==> config.mk <==
export PLATFORM = sky130hd
export DESIGN_NAME = adpll_tdc_decode_flat
export DESIGN_NICKNAME = d
export VERILOG_FILES = /design/src/rtl/adpll_tdc_pkg.sv /design/src/rtl/adpll_tdc_decode_if.sv /design/src/rtl/tdc_therm_decode.sv /design/src/rtl/adpll_tdc_decode.sv /design/src/flat_wrapper.sv
export SDC_FILE = /design/constraint.sdc
export NUM_CORES = 1
export LEC_CHECK = 0
export ABC_AREA = 0
export CORE_MARGIN = 5
export CORE_UTILIZATION = 30
export DETAILED_ROUTE_END_ITERATION = 16
export GPL_ROUTABILITY_DRIVEN = 0
export GPL_TIMING_DRIVEN = 0
export SLEW_MARGIN = 20
export SYNTH_ARGS = -nofsm -noshare
export SYNTH_HDL_FRONTEND = slang
export SYNTH_SLANG_ARGS = --single-unit
==> constraint.sdc <==
create_clock -name clk -period 1.9 [get_ports clk]
set_input_delay 0.38 -clock clk [delete_from_list [all_inputs] [get_ports clk]]
set_output_delay 0.38 -clock clk [all_outputs]
set_load 0.03 [all_outputs]
==> src/rtl/adpll_tdc_pkg.sv <==
// Shared constants and types for the ADPLL TDC digital back end.
package adpll_tdc_pkg;

    localparam int RIPPLE_W = 7;
    localparam int TAPS     = 16;
    localparam int WORD_W   = 12;
    localparam int BCNT_W   = 8;

    typedef logic [3:0] tdc_pos_t;

    typedef enum logic [1:0] {
        IDLE  = 2'd0,
        PRIME = 2'd1,
        RUN   = 2'd2
    } tdc_state_e;

endpackage

==> src/rtl/adpll_tdc_decode_if.sv <==
// Bundle between tdc_analog (master side) and the TDC decoder (slave side).
interface adpll_tdc_decode_if;
    import adpll_tdc_pkg::*;

    logic                en;
    logic [RIPPLE_W-1:0] tdc_ripple_count;
    logic [TAPS-1:0]     tdc_phase;
    logic [WORD_W-1:0]   tdc_word;
    logic                tdc_word_valid;
    logic                no_edge;
    logic [BCNT_W-1:0]   bubble_cnt;

    modport master (
        output en, tdc_ripple_count, tdc_phase,
        input  tdc_word, tdc_word_valid, no_edge, bubble_cnt
    );

    modport slave (
        input  en, tdc_ripple_count, tdc_phase,
        output tdc_word, tdc_word_valid, no_edge, bubble_cnt
    );

endinterface

==> src/rtl/tdc_therm_decode.sv <==
// Bubble-corrects a delay-line thermometer snapshot and finds its first 1->0 edge.
module tdc_therm_decode
    import adpll_tdc_pkg::*;
(
    input  logic [TAPS-1:0] phase_i,
    output tdc_pos_t        pos_o,
    output logic            no_edge_o,
    output logic            bubble_o
);

    // End taps replicate their neighbour so the filter window never leaves the line.
    logic [TAPS+1:0] ext;
    logic [TAPS-1:0] corr;

    assign ext = {phase_i[TAPS-1], phase_i, phase_i[0]};

    // Three-tap majority vote removes isolated bubbles.
    always_comb begin
        corr = '0;
        for (int i = 0; i < TAPS; i++) begin
            corr[i] = (ext[i] & ext[i+1]) | (ext[i] & ext[i+2]) | (ext[i+1] & ext[i+2]);
        end
    end

    assign bubble_o = (corr != phase_i);

    // Scan downward so the lowest 1->0 transition is the one that sticks.
    always_comb begin
        pos_o     = '0;
        no_edge_o = 1'b1;
        for (int i = TAPS - 1; i >= 1; i--) begin
            if (corr[i-1] && !corr[i]) begin
                pos_o     = tdc_pos_t'(i);
                no_edge_o = 1'b0;
            end
        end
    end

endmodule

==> src/rtl/adpll_tdc_decode.sv <==
// TDC back end: capture, decode, and difference consecutive samples into tdc_word.
module adpll_tdc_decode
    import adpll_tdc_pkg::*;
(
    input  logic               clk,
    input  logic               rst,
    adpll_tdc_decode_if.slave  tdc_if
);

    logic [TAPS-1:0]     ph_a_q;
    logic [RIPPLE_W-1:0] rc_a_q;
    logic                en_a_q;

    tdc_pos_t            pos_b_q, pos_p_q;
    logic [RIPPLE_W-1:0] rc_b_q, rc_p_q;
    logic                en_b_q, en_p_q;
    logic                no_edge_b_q;

    logic [WORD_W-1:0]   word_q;
    logic                valid_q;
    logic                no_edge_q;
    logic [BCNT_W-1:0]   bcnt_q;
    tdc_state_e          state_q;

    tdc_pos_t            pos_d;
    logic                no_edge_d;
    logic                bubble_d;
    logic [RIPPLE_W-1:0] rc_delta_d;
    logic [WORD_W-1:0]   word_d;

    tdc_therm_decode u_therm (
        .phase_i   (ph_a_q),
        .pos_o     (pos_d),
        .no_edge_o (no_edge_d),
        .bubble_o  (bubble_d)
    );

    // Ripple difference wraps mod 128; fractional taps are appended in 1/16 units.
    assign rc_delta_d = rc_b_q - rc_p_q;
    assign word_d     = WORD_W'({rc_delta_d, 4'b0000}) + WORD_W'(pos_p_q) - WORD_W'(pos_b_q);

    // Stage A: register the raw analog snapshot.
    always_ff @(posedge clk) begin
        if (rst) begin
            ph_a_q <= '0;
            rc_a_q <= '0;
            en_a_q <= 1'b0;
        end else begin
            ph_a_q <= tdc_if.tdc_phase;
            rc_a_q <= tdc_if.tdc_ripple_count;
            en_a_q <= tdc_if.en;
        end
    end

    // Stage B: decoded current sample, with the previous one shifted into the p registers.
    always_ff @(posedge clk) begin
        if (rst) begin
            pos_b_q     <= '0;
            rc_b_q      <= '0;
            en_b_q      <= 1'b0;
            no_edge_b_q <= 1'b0;
            pos_p_q     <= '0;
            rc_p_q      <= '0;
            en_p_q      <= 1'b0;
        end else begin
            pos_b_q     <= pos_d;
            rc_b_q      <= rc_a_q;
            en_b_q      <= en_a_q;
            no_edge_b_q <= no_edge_d;
            pos_p_q     <= pos_b_q;
            rc_p_q      <= rc_b_q;
            en_p_q      <= en_b_q;
        end
    end

    // Output stage: phase increment and the edge flag of the same sample.
    always_ff @(posedge clk) begin
        if (rst) begin
            word_q    <= '0;
            no_edge_q <= 1'b0;
        end else begin
            word_q    <= word_d;
            no_edge_q <= no_edge_b_q;
        end
    end

    // Saturating count of enabled samples that needed bubble correction.
    always_ff @(posedge clk) begin
        if (rst) begin
            bcnt_q <= '0;
        end else if (en_a_q && bubble_d && (bcnt_q != {BCNT_W{1'b1}})) begin
            bcnt_q <= bcnt_q + 1'b1;
        end
    end

    // Enable sequencing: a word is valid only once two enabled samples are in hand.
    always_ff @(posedge clk) begin
        if (rst) begin
            state_q <= IDLE;
            valid_q <= 1'b0;
        end else begin
            case (state_q)
                IDLE: begin
                    state_q <= en_b_q ? PRIME : IDLE;
                    valid_q <= 1'b0;
                end
                PRIME, RUN: begin
                    if (!en_b_q) begin
                        state_q <= IDLE;
                        valid_q <= 1'b0;
                    end else if (en_p_q) begin
                        state_q <= RUN;
                        valid_q <= 1'b1;
                    end else begin
                        state_q <= PRIME;
                        valid_q <= 1'b0;
                    end
                end
                default: begin
                    state_q <= IDLE;
                    valid_q <= 1'b0;
                end
            endcase
        end
    end

    assign tdc_if.tdc_word       = word_q;
    assign tdc_if.tdc_word_valid = valid_q;
    assign tdc_if.no_edge        = no_edge_q;
    assign tdc_if.bubble_cnt     = bcnt_q;

endmodule
==> src/flat_wrapper.sv <==
// flat-port wrapper written by rule: the top's interface ports become plain ports
module adpll_tdc_decode_flat import adpll_tdc_pkg::*;
  (clk, rst, tdc_if_en, tdc_if_tdc_ripple_count, tdc_if_tdc_phase, tdc_if_tdc_word, tdc_if_tdc_word_valid, tdc_if_no_edge, tdc_if_bubble_cnt);
  adpll_tdc_decode_if tdc_if_i ();
  input  logic clk;
  input  logic rst;
  input wire logic [$bits(tdc_if_i.en)-1:0] tdc_if_en;
  input wire logic [$bits(tdc_if_i.tdc_ripple_count)-1:0] tdc_if_tdc_ripple_count;
  input wire logic [$bits(tdc_if_i.tdc_phase)-1:0] tdc_if_tdc_phase;
  output wire logic [$bits(tdc_if_i.tdc_word)-1:0] tdc_if_tdc_word;
  output wire logic [$bits(tdc_if_i.tdc_word_valid)-1:0] tdc_if_tdc_word_valid;
  output wire logic [$bits(tdc_if_i.no_edge)-1:0] tdc_if_no_edge;
  output wire logic [$bits(tdc_if_i.bubble_cnt)-1:0] tdc_if_bubble_cnt;
  assign tdc_if_i.en = tdc_if_en;
  assign tdc_if_i.tdc_ripple_count = tdc_if_tdc_ripple_count;
  assign tdc_if_i.tdc_phase = tdc_if_tdc_phase;
  assign tdc_if_tdc_word = tdc_if_i.tdc_word;
  assign tdc_if_tdc_word_valid = tdc_if_i.tdc_word_valid;
  assign tdc_if_no_edge = tdc_if_i.no_edge;
  assign tdc_if_bubble_cnt = tdc_if_i.bubble_cnt;
  adpll_tdc_decode u_core (.clk(clk), .rst(rst), .tdc_if(tdc_if_i));
endmodule
## After elaboration in Yosys (flattened, before gate mapping)

Cells that the tools add are included.

- Register bits: 73
- Output and inout bits: 22

- Add/sub/neg operators: 4
- Equal/unequal tests: 4
- Mux-type cells: 21
- Bitwise gates (word level): 62
- Reductions and logical operators: 39

Operators with widths:

| kind | number |
|---|---|
| two-way mux 4 bit | 8 |
| OR 1 bit | 31 |
| bitwise AND 1 bit | 29 |
| logical AND 1 bit | 17 |
| != test 16 bit | 1 |
| logical NOT 1 bit | 15 |
| OR reduction 15 bit | 1 |
| adder 11 x 4 -> 12 bit | 1 |
| two-way mux 3 bit | 4 |
| subtractor 12 x 4 -> 12 bit | 1 |
| adder 8 x 1 -> 8 bit, second input constant | 1 |
| two-way mux 2 bit | 4 |
| != test 8 bit, second input constant | 1 |
| OR reduction 8 bit | 1 |
| subtractor 7 bit | 1 |
| two-way mux 1 bit | 4 |
| one-hot mux 2 bit (2 select lines) | 1 |
| OR reduction 2 bit | 2 |
| OR reduction 4 bit | 1 |
| OR reduction 3 bit | 1 |
| equality test 2 x 1 -> 1 bit, second input constant | 1 |
| equality test 2 bit, second input constant | 1 |
| logical NOT 2 bit | 1 |
| NOT 1 bit | 2 |

## Depth between registers and ports, before layout

- Depth in word-level cells: 19
- Depth in mapped cells: 9
- Gate-level depth less buffers: 9

## Modules after synthesis

A second synthesis with hierarchy kept.

- Cell total of the unflattened synthesis: 376
- Area total of the unflattened synthesis: 3379.5 um^2

By module, submodules not included:

| module | times used | cells an instance | area an instance (um^2) | sequential area each (um^2) |
|---|---|---|---|---|
| adpll_tdc_decode | 1 | 265 | 2681.3 | 1461.4 |
| tdc_therm_decode | 1 | 111 | 698.2 | 0.0 |

## Worst setup path before layout

Ideal clock, no wire load.

- Path kind: reg2reg
- From: reg u_core.rc_b_q[0]
- To: reg u_core.word_q[9], in the netlist u_core.tdc_if.tdc_word[9]
- Library setup time: 0.128 ns
- Arrival: 1.932 ns
- Required time: 1.772 ns
- Setup slack: -0.159 ns
- Cell stages (with the launch flop): 10
- Buffers on the path: 0
- Clock period less this slack: 2.059 ns
- Path through: dfxtp_1 inv_1 ha_1 fa_1 xor2_1 nand4b_1 mux2i_1 and3b_1 xor2_1 nor2_1

- Cells in the longest elaborated chain, start to end: 3

RTL lines:

| element | line | source |
|---|---|---|
| start, declared | adpll_tdc_decode.sv:15 | `logic [RIPPLE_W-1:0] rc_b_q, rc_p_q;` |
| start signal, assigned | adpll_tdc_decode.sv:67 | `rc_b_q <= rc_a_q;` |
| subtractor 7 bit | adpll_tdc_decode.sv:39 | `assign rc_delta_d = rc_b_q - rc_p_q;` |
| adder 11 x 4 -> 12 bit | adpll_tdc_decode.sv:40 | `assign word_d = WORD_W'({rc_delta_d, 4'b0000}) + WORD_W'(pos_p_q) - WORD_W'(pos_b_q);` |
| subtractor 12 x 4 -> 12 bit | adpll_tdc_decode.sv:40 |  |
| end signal, assigned | adpll_tdc_decode.sv:82 | `word_q <= word_d;` |
| end, declared | adpll_tdc_decode.sv:19 | `logic [WORD_W-1:0] word_q;` |

No other way between the ends.
A chain may end at the register's enable or synchronous reset.

## Final worst setup path

Same ends and word-level chain as after synthesis.

==> results.toml <==
[setup_path]
max_stage_delay_ns = 0.56
crit_fanout = 4
path_class = "reg2reg"
regToRegSetupSlack_ns = -0.03
crit_family = "adder cells"
slowest_stage = "fa_2"
crit_chain = "inv_2, ha_4, fa_2, nand4b_1, mux2i_1, and3b_1, xor2_1, nor2_1"
crit_required_ns = 2.10
crit_buf_inv = 1
critPathLaunchType = "flip-flop"
reg2reg_to = "u_core.tdc_if.tdc_word[9]"
r2r_cells = 8
arrival_ns = 2.13
r2r_start = "u_core.rc_b_q[0]"
crit_path_end_kind = "flip-flop"

[logic_synthesis]
synth-adder-area-share = 0.0585
synth.avg_cell_area_sq_um = 9.10
synth_common_cells = "dfxtp_1 (73), nor2b_1 (56), nor2_1 (29)"
synth_top_family_by_area = "simple AND/OR/NAND/NOR gates"
yosysTopAreaCellShare = 0.422
ys_top_cells_by_area = "dfxtp_1 (42%), nor2b_1 (10%), ha_1 (4.7%), nor2_1 (3.1%), xnor2_1 (3.0%)"
yosysUniqueCellTypes = 67
muxShareOfSynthArea = 0.0173
synth-seq-cells = 73
synth-xor-area-share = 0.0404
synth_edf_count = 0
synthArstFlopShare = 0
synth_area_sq_mm = 0.00347
synth.most_common_cell = "dfxtp_1"
synth-seq-area-share = 0.422
synth_simple_gate_area_share = 0.264
synth_compound_area_frac = 0.146
yosys.area.top_type = "dfxtp_1"
synth_flop_cell = "dfxtp_1"
syn_inst = 381
syn_nets = 422
ys_warn_count = 0

[cts]
cts_buffers = 9
ctsHoldBuffers = 0
cts_tree = "built"
clock_latency_ns = 0.33
cts_sinks = 73
htreeDepth = 3
clkTransAtPathRegs_ns = 0.06
clockRootBuffer = "clkbuf_16"
cts_buffer_depth = 2

[timing]
period_share = 1.01
drv_slew = 0
fin_crit_ns = 1.93
setup_slack_ns = -0.0271
tightest_slew_ns = 0.509
max_slew_margin = 0.661
hold_viol = 0
rsz0062_at_grt = "yes"
setup_viol = 2
fin_skew_ns = 0.00790
fmax_mhz = 519
setup-tns-final_ns = -0.0494

[cells_and_area]
seq_area_sq_mm = 0.00148
antennaDiodeCount = 0
n_fill_cell = 1139
multi_input_area_sq_mm = 0.00191
syn2layout_area_growth_pct = 36.0
instances_no_fill = 598
drive_gt1_frac = 0.163
nNetsFinal = 491
final_util = 0.415

[pwr]
power_density_mw_per_mm2 = 985
swShare = 0.245
power_frac_seq = 0.364
power_frac_clock = 0.456
p_comb_frac = 0.180
ir_drop_uv = 498
p_int_mw = 3.50
switchingPower_mw = 1.14
p_leak_nw = 1.86

[routing]
detail_route.wl_per_cell_um = 11.7
drc = 0
drtAntennaViolNets = 0
wl_mm = 7.00
viasPerCell = 4.67
drtIter0Drc = 95
drtPass1Iterations = 6
dr_total_vias = 2794

[floorplan]
start_util = 0.305
ios = 48
die_w_um = 117
die_y_um = 117
core.rowCount = 39
coreArea_sq_mm = 0.0114
dieArea_sq_mm = 0.0138

[placement]
placed_cells = 571
dp_hpwl_mm = 5.06
io_buffers = 47

[grt]
grt_pass1_vias = 2748
grt_max_degree = 14
grt_pass1_wl_mm = 12.4
grt_usage = 0.107
antenna_found_initial = 0
grt-ovfl-total = 0

[hold_path]
hold_path_class = "reg2reg"
hold_depth = 1
holdPathEnd = "u_core.rc_b_q[0]"
hp-start = "u_core.rc_a_q[0]"

[status]
status = "finished, violations left"
violations = "negative setup slack"

[run]
max_cap_viol_count = 0
[kinds of logic (layout without fill, tap and decap cells)]
kind of cell	Yosys count	after routing
AO/OA/AOI/OAI	75	75
buffers and inverters	43	117
adder cells (fa/ha/maj)	15	15
AND/OR/NAND/NOR	154	154
flip-flops	73	73
XOR/XNOR	16	16
multiplexers	5	5
[flip-flops by register name, summed over array words and instances (netlist names), 2 cells and up]
signal                    count
u_core.ph_a_q                16
u_core.tdc_if.tdc_word       12
u_core.tdc_if.bubble_cnt      8
u_core.rc_a_q                 7
u_core.rc_b_q                 7
u_core.rc_p_q                 7
u_core.pos_b_q                4
u_core.pos_p_q                4
u_core.state_q                2
[power by group through the flow]
stage | Clock, mW | Sequential [mW] | Combinational, mW
floorplan | 0 | 1.81 | 0.438
global placement | 0 | 1.72 | 0.768
detailed placement | 0 | 1.72 | 0.777
CTS | 2.16 | 1.69 | 0.819
global route | 2.23 | 1.70 | 0.920
finish | 2.12 | 1.69 | 0.837
[through the flow]
step / power (mW) / setup WS (ns) / cell area, sq um / hold WS [ns]
after global routing: 4.86 / -0.150 / 4710 / 0.449
after global placement: 2.49 / -0.382 / 4140 / 0.417
after detailed placement: 2.50 / -0.382 / 4140 / 0.424
after CTS: 4.66 / -0.0618 / 4630 / 0.439
final: 4.64 / -0.0271 / 4710 / 0.433
after floorplan: 2.25 / 0.00279 / 3490 / 0.414
[layout make-up]
| class | count | share of cell area |
|---|---|---|
| multi-input combinational | 265 | 0.406 |
| sequential | 73 | 0.313 |
| timing repair buffer | 59 | 0.121 |
| clock buffer | 10 | 0.0507 |
| tap | 143 | 0.0380 |
| clock inverter | 6 | 0.0292 |
| buffer | 16 | 0.0218 |
| inverter | 26 | 0.0207 |
[timing repair]
action                     4_1_cts  5_1_grt
pin swaps                        9       19
resized for setup               11       29
setup buffers                    9        5
setup endpoints to repair       12       38
[cells in the final DEF (no fill, tap or decap), drive strengths merged, types with 6 or more instances in the layout]
cell type,netlist,routed
buf,9,20
a21oi,16,16
nand2b,14,14
nand3,9,9
clkdlybuf4s50,0,45
clkbuf,8,18
nand2,11,11
inv,26,27
xnor2,12,12
dfxtp,73,73
o21ai,19,19
nor3,7,7
nor2,29,29
nor2b,57,57
o22ai,6,6
ha,13,13
[layer usage]
layer | up-vias | wire [um] | global-route usage
met3 | 12 | 344 | 0.0360
met2 | 71 | 3390 | 0.175
met4 | 0 | 154 | 0.0480
li1 | 1443 | - | -
met5 | - | 0 | 0
met1 | 1268 | 3110 | 0.126
[worst max path at each step]
stage                     startpoint                         to  cells after the start
finish              u_core.rc_b_q[0]  u_core.tdc_if.tdc_word[9]                      8
floorplan           u_core.rc_b_q[0]  u_core.tdc_if.tdc_word[9]                      9
global route        u_core.rc_b_q[0]  u_core.tdc_if.tdc_word[9]                      9
CTS                 u_core.rc_b_q[0]  u_core.tdc_if.tdc_word[9]                      8
detailed placement               rst  u_core.tdc_if.tdc_word[3]                      4
global placement                 rst  u_core.tdc_if.tdc_word[3]                      4
(Power assumes the default switching activity.)
